--- src/rtl/edf_irq_bridge.sv ---
// Core-side bridge for the EDF interrupt controller: latches the earliest-deadline winner,
// runs a req/ack/done handshake with the core, and counts deadline misses.
module edf_irq_bridge #(
  parameter int unsigned NrParIrqs = 4,
  parameter int unsigned CntWidth  = 16,
  localparam int unsigned IdWidth  = (NrParIrqs > 1) ? $clog2(NrParIrqs) : 1
) (
  input  logic                clk_i,
  input  logic                rst_ni,
  input  logic [63:0]         mtime_i,
  input  logic                pq_valid_i,
  input  logic [IdWidth-1:0]  pq_id_i,
  input  logic [63:0]         pq_deadline_i,
  output logic                irq_req_o,
  output logic [IdWidth-1:0]  irq_id_o,
  input  logic                irq_ack_i,
  input  logic [IdWidth-1:0]  irq_ack_id_i,
  input  logic                irq_done_i,
  output logic                clr_valid_o,
  output logic [IdWidth-1:0]  clr_id_o,
  output logic                ack_err_o,
  output logic                miss_o,
  output logic [CntWidth-1:0] miss_cnt_o
);

  typedef enum logic [1:0] {StIdle, StReq, StClr, StActive} state_e;

  localparam logic [CntWidth-1:0] CntMax = '1;

  state_e             state;
  logic [IdWidth-1:0] lat_id;
  logic [63:0]        lat_dl;
  logic               miss_flag;
  logic               miss_now;

  // At most one miss per latched winner; the flag is re-armed on every new latch.
  assign miss_now = ((state == StReq) || (state == StActive)) && !miss_flag &&
                    (mtime_i > lat_dl);

  always_ff @(posedge clk_i or negedge rst_ni) begin
    if (!rst_ni) begin
      state       <= StIdle;
      lat_id      <= '0;
      lat_dl      <= '0;
      miss_flag   <= 1'b0;
      irq_req_o   <= 1'b0;
      irq_id_o    <= '0;
      clr_valid_o <= 1'b0;
      clr_id_o    <= '0;
      ack_err_o   <= 1'b0;
      miss_o      <= 1'b0;
      miss_cnt_o  <= '0;
    end else begin
      clr_valid_o <= 1'b0;
      ack_err_o   <= 1'b0;
      miss_o      <= miss_now;
      if (miss_now) begin
        miss_flag <= 1'b1;
        if (miss_cnt_o != CntMax) miss_cnt_o <= miss_cnt_o + CntWidth'(1);
      end

      unique case (state)
        StIdle: begin
          irq_req_o <= 1'b0;
          if (pq_valid_i) begin
            lat_id    <= pq_id_i;
            lat_dl    <= pq_deadline_i;
            irq_id_o  <= pq_id_i;
            miss_flag <= 1'b0;
            irq_req_o <= 1'b1;
            state     <= StReq;
          end
        end
        StReq: begin
          if (irq_ack_i && (irq_ack_id_i == lat_id)) begin
            irq_req_o   <= 1'b0;
            clr_valid_o <= 1'b1;
            clr_id_o    <= lat_id;
            state       <= StClr;
          end else if (irq_ack_i) begin
            irq_req_o <= 1'b0;
            ack_err_o <= 1'b1;
            state     <= StIdle;
          end else if (!pq_valid_i) begin
            irq_req_o <= 1'b0;
            state     <= StIdle;
          end else if (pq_deadline_i < lat_dl) begin
            // Preemption: a strictly earlier deadline replaces the pending request.
            lat_id    <= pq_id_i;
            lat_dl    <= pq_deadline_i;
            irq_id_o  <= pq_id_i;
            miss_flag <= 1'b0;
          end
        end
        StClr: begin
          irq_req_o <= 1'b0;
          state     <= StActive;
        end
        StActive: begin
          irq_req_o <= 1'b0;
          if (irq_done_i) state <= StIdle;
        end
        default: begin
          irq_req_o <= 1'b0;
          state     <= StIdle;
        end
      endcase
    end
  end

endmodule
--- config.mk ---
export PLATFORM = sky130hd
export DESIGN_NAME = edf_irq_bridge
export DESIGN_NICKNAME = d
export VERILOG_FILES = /design/src/rtl/edf_irq_bridge.sv
export SDC_FILE = /design/constraint.sdc
export NUM_CORES = 1
export LEC_CHECK = 0
export CORE_MARGIN = 3
export CORE_UTILIZATION = 35
export DETAILED_ROUTE_END_ITERATION = 7
export GPL_TIMING_DRIVEN = 0
export PLACE_DENSITY_LB_ADDON = 0.15
export SYNTH_ARGS = -nofsm -noshare
export SYNTH_HDL_FRONTEND = slang
export SYNTH_SLANG_ARGS = --single-unit
--- constraint.sdc ---
create_clock -name clk_i -period 3.2 [get_ports clk_i]
set_input_delay 0.8 -clock clk_i [delete_from_list [all_inputs] [get_ports clk_i]]
set_output_delay 0.8 -clock clk_i [all_outputs]
set_load 0.01 [all_outputs]
After elaboration in Yosys (flattened, before gate mapping)
Cells that the tools add are included.
{ "op_classes": {"order_cmp": 2, "eq_ne": 12, "addsub": 1, "reduce_logical": 12, "mux": 35} }
{ "op_table": {"columns": ["op", "n"], "rows": [
  ["64-bit two-way mux", 5],
  ["64-bit case mux with 2 select lines", 1],
  ["64-bit > comparator", 1],
  ["64-bit < comparator", 1],
  ["2-bit two-way mux", 10],
  ["16-bit by 1-bit adder with 16-bit output (second input constant)", 1],
  ["16-bit != test (second input constant)", 1],
  ["1-bit two-way mux", 15],
  ["2-bit != test (second input constant)", 5],
  ["2-bit case mux with 4 select lines", 1],
  ["6-bit AND reduction", 1],
  ["2-bit equality test (second input constant)", 2],
  ["4-bit by 3-bit != test with 1-bit output (second input constant)", 1],
  ["2-bit case mux with 2 select lines", 1],
  ["2-bit AND reduction", 2],
  ["1-bit logical AND", 3],
  ["1-bit case mux with 3 select lines", 1],
  ["3-bit AND reduction", 1],
  ["2-bit by 1-bit equality test with 1-bit output (second input constant)", 1],
  ["2-bit equality test", 1],
  ["2-bit logical NOT", 1],
  ["2-bit by 1-bit != test with 1-bit output (second input constant)", 1],
  ["1-bit case mux with 2 select lines", 1],
  ["2-bit nonzero test", 1],
  ["other kinds (3)", 3]
]} }
{ "totals": {"out_inout_bits": 24, "wordCells": 72, "register_bits": 91} }

Depth between registers and ports, before layout
{ "depth": {"ltp_word": 10, "depth_mapped": 12, "mapped_depth_nobuf": 10} }

Worst setup path before layout
No wires, ideal clock.
{ "synth_path": {"kind": "input port to flip-flop", "startpoint": "input port pq_deadline_i[46]", "endpoint": "register lat_dl[22]", "arrival_time_ns": 2.907, "path_buffers": 2, "setup_time_ns": 0.125, "cell_stages": 10, "required_time_ns": 3.075, "setup_slack_ns": 0.167, "cell_sequence": "ha_1 > and3_1 > nand3_1 > or3_1 > nor4_2 > o21ai_2 > a31oi_4 > buf_6 > buf_8 > mux2_4"} }
{ "synth_between": {"elab_chain_cells": 3} }
{ "synth_lines": {"columns": ["item", "line", "rtl"], "rows": [
  ["start, declared", "13", "input logic [63:0] pq_deadline_i,"],
  ["64-bit < comparator", "87", "end else if (pq_deadline_i < lat_dl) begin"],
  ["2-bit by 1-bit != test with 1-bit output (no line)", null, null],
  ["6-bit AND reduction (no line)", null, null],
  ["end signal, assigned", "67", "lat_dl <= pq_deadline_i;"],
  ["end signal, assigned", "90", "lat_dl <= pq_deadline_i;"],
  ["end, declared", "32", "logic [63:0] lat_dl;"]
]} }
Every way passes these cells.
A chain may end at the register's enable or synchronous reset.

Worst setup path after layout
{ "layout_path": {"startpoint": "input port pq_deadline_i[49]", "endpoint": "register lat_dl[24]"} }
Same word-level chain as after synthesis.

==> flow_summary_export.csv <==
group,metric,value,unit
grt,grt_util_met3,3.77,%
pwr,pwr-share-comb,59.7,%
cells_and_area,final_core_utilization,53.7,%
worst_setup_path,worst_setup_path_end_kind,"flip-flop",
worst_hold_path,hp-class,"primary input to asynchronous set/reset pin",
drt,first_pass_iters,4,
cells_and_area,area.sequential,0.00228,mm²
timing,timing_max_transition_violations_final,0,
grt,number_of_antenna_violations_at_the_first_check_in_global_routing,0,
drt,detail_route.vias_per_cell,5.15,
timing,fin_crit,3.17,ns
placement,dp.cells,1011,
grt,grt_use_total,17.6,%
cells_and_area,drive_above_1_share,24.4,%
pwr,p_int,4.64,mW
worst_setup_path,worstPathMaxFanout,5,
timing,worst_clock_skew,0.00899,ns
pwr,peak_supply_drop,0.414,mV
synthesis,synth_top_area_cell,"dfrtp_1",
worst_setup_path,worstSetupStartpointType,"primary input",
synthesis,avgSynthCellArea,10.8,µm²
run_status,outcome,"finished, final reports clean",
synthesis,most_common_cell_in_the_netlist,"ha_1",
worst_setup_path,cp.arrival,3.40,ns
die,design.core.area,0.0184,mm²
timing,fin_tns_setup,0,ns
timing,timing.final.crit_share,99.0,%
synthesis,synth.cell_area,0.00670,mm²
drt,drt_iter0_drc,126,
synthesis,ys_ff_latch,91,
cts,cts_tree,"yes",
grt,busiest_layer,"met2",
synthesis,ys_top_cells_by_area,"dfrtp_1, ha_1, mux2_2, mux2_4, inv_1",
worst_setup_path,cp.required,3.44,ns
cts,path_clk_slew,0.08,ns
cells_and_area,synthToLayoutAreaGrowth,47.5,%
synthesis,asyncSetResetFlopFracSynth,100,%
die,pin_count,161,
drt,drc_errors,0,
grt,grt_start_max_net_pins,64,
pwr,power.share.sequential,25.9,%
die,floorplan.initialDensity,36.4,%
cts,cts_root_buf,"clkbuf_16",
grt,first_global_vias,5780,
placement,io_buffers,160,
placement,gp_routability_congestion,0.870,
cts,htreeDepth,3,
timing,clock.fmax,0.316,GHz
pwr,power.leakage,4.71,nW
synthesis,syn-instance-count,621,
die,dieWidth,144,µm
timing,actual_slew_at_the_worst_max_slew_pin,0.747,ns
synthesis,synth_enable_flop_cells,0,
synthesis,synth_nets,886,
grt,met2_global_route_usage,30.7,%
pwr,power_density,766,mW/mm²
pwr,p_clk_share,14.4,%
cts,cts.path.max_buffers,2,
pwr,net_switching_power_of_the_design,2.92,mW
cells_and_area,non_filler_instances,1050,
drt,drtAntennaViolNets,0,
timing,hold_viol_final,0,
die,die_area,0.0208,mm²
timing,max_slew_margin,49.8,%
worst_setup_path,worst_reg_to_reg_path_cell_count,12,
synthesis,synthTopCellsByCount,"ha_1, dfrtp_1, inv_1",
die,rows,49,
drt,detail_route.wl_per_cell,17.4,µm
grt,overflow,0,
synthesis,synthDominantCellAreaShare,34.0,%
worst_setup_path,path_class,"primary input to flip-flop",
drt,vias,5407,
die,die_height,144,µm
cts,tritoncts.num_buffers,9,
timing,setup_violations,0,
placement,detailedPlacementHpwl,14300,µm
drt,route.final.wire_length,18300,µm
cells_and_area,finalNetCount,1080,
synthesis,synth_sequential_area_ratio,34.0,%
synthesis,synth_cell_types,50,
synthesis,synth.yosys.warnings,0,
synthesis,synth-main-ff-cell,"dfrtp_1",
grt,grt_first_pass_wirelength,28700,µm
cells_and_area,fill_cells,1610,
cts,clkSinkCount,91,
cells_and_area,multi_input_combinational_cell_area,0.00468,mm²
grt,met1_resource_use_gr,22.1,%
pwr,sw_share,38.6,%
cts,clock_latency,0.35,ns
flow_run,maxCapViolCount,0,
repair_timing:
item | 4_1_cts | 5_1_grt
gates cloned | 2 | 0
pin swaps | 47 | 51
resized for setup | 64 | 77
hold buffers | 0 | 0
setup buffers | 16 | 5
endpoints found under the setup margin | 83 | 81
state kept, by name (all words and copies together), names as in the netlist, named ones only:
register	flops
state	1
miss_flag	1
clr_id_o	2
miss_cnt_o	16
lat_id	2
miss_o	1
ack_err_o	1
lat_dl	64
clr_valid_o	1
irq_req_o	1
critical path, cell delays in order:
cell	delay (ns)
clkdlybuf4s50_1	0.46
ha_1	0.33
nand3_1	0.08
or3_4	0.37
buf_4	0.15
o22ai_2	0.13
a31oi_2	0.13
a31oi_4	0.22
buf_12	0.15
bufbuf_16	0.26
mux2_4	0.29
kinds of logic (layout without fill, tap and decap cells):
kind of cell / Yosys count / count (layout) / share of synthesized area [%]
multiplexers: 71 / 71 / 13.6
AND/OR/NAND/NOR: 132 / 132 / 10.5
other: 0 / 1 / 0
AO/OA/AOI/OAI: 106 / 106 / 10.6
buffers and inverters: 77 / 276 / 5.36
XOR/XNOR: 16 / 16 / 2.09
flip-flops: 91 / 91 / 34.0
adder cells (fa/ha/maj): 128 / 128 / 23.9
layout make-up:
cell class | count | area share, %
timing repair buffer | 184 | 19.8
buffer | 7 | 1.15
multi-input combinational | 453 | 47.4
clock buffer | 9 | 2.28
tap | 229 | 2.90
sequential | 91 | 23.1
inverter | 69 | 2.62
clock inverter | 7 | 0.773
antenna | 1 | 0.0253
routing by layer:
| metal | share of wire [%] | vias to the layer above |
|---|---|---|
| li1 | - | 2665 |
| met3 | 4.8 | 23 |
| met4 | 2.5 | 0 |
| met2 | 49 | 126 |
| met5 | 0 | - |
| met1 | 43 | 2593 |
power groups by stage:
| stage | Combinational [mW] | Sequential (mW) | Clock [mW] |
|---|---|---|---|
| 3_3_place_gp | 3.59 | 1.95 | 0 |
| 2_1_floorplan | 2.65 | 1.93 | 0 |
| 5_1_grt | 5.06 | 2.04 | 1.19 |
| 3_5_place_dp | 3.72 | 1.97 | 0 |
| 4_1_cts | 4.19 | 1.96 | 1.14 |
| 6_report | 4.52 | 1.96 | 1.09 |
metrics by stage:
stage | setup WS [ns] | hold WS (ns) | area, µm² | power, mW
3_5_place_dp | -0.771 | 0.486 | 8610 | 5.69
4_1_cts | 0.000722 | 0.377 | 9370 | 7.30
5_1_grt | -0.0539 | 0.387 | 9870 | 8.29
6_report | 0.0321 | 0.376 | 9880 | 7.57
3_3_place_gp | -2.49 | 0.476 | 8590 | 5.55
2_1_floorplan | 0.167 | 0.464 | 6700 | 4.58
cells in the final DEF (no fill, tap or decap), types with 4 or more instances in the layout:
cell,n
a211oi_1,5
a21o_1,12
a21oi_1,35
a21oi_2,9
buf_12,8
buf_4,16
buf_6,5
clkbuf_16,9
clkdlybuf4s50_1,114
dfrtp_1,91
dlygate4sd2_1,14
dlymetal6s2s_1,26
ha_1,97
ha_4,31
inv_1,69
mux2_2,41
mux2_4,30
nand2_1,33
nand2b_1,5
nand3_1,19
nand4_1,25
nor2_1,13
o21a_1,4
o21ai_0,10
xnor2_1,13
path summary, 6_finish.rpt:
kind | startpoint | end | slack (ns)
setup / recovery | pq_deadline_i[49] | lat_dl[24] | 0.03
hold / removal | rst_ni | lat_dl[19] | 0.38
setup reg to reg | lat_dl[14] | lat_dl[24] | 0.29
hold reg to reg | miss_cnt_o[10] | miss_cnt_o[10] | 0.49
max in group asynchronous | rst_ni | lat_dl[2] | 2.14
min in group clk_i | miss_cnt_o[10] | miss_cnt_o[10] | 0.49
No activity file was read; power rests on OpenSTA's default activity.
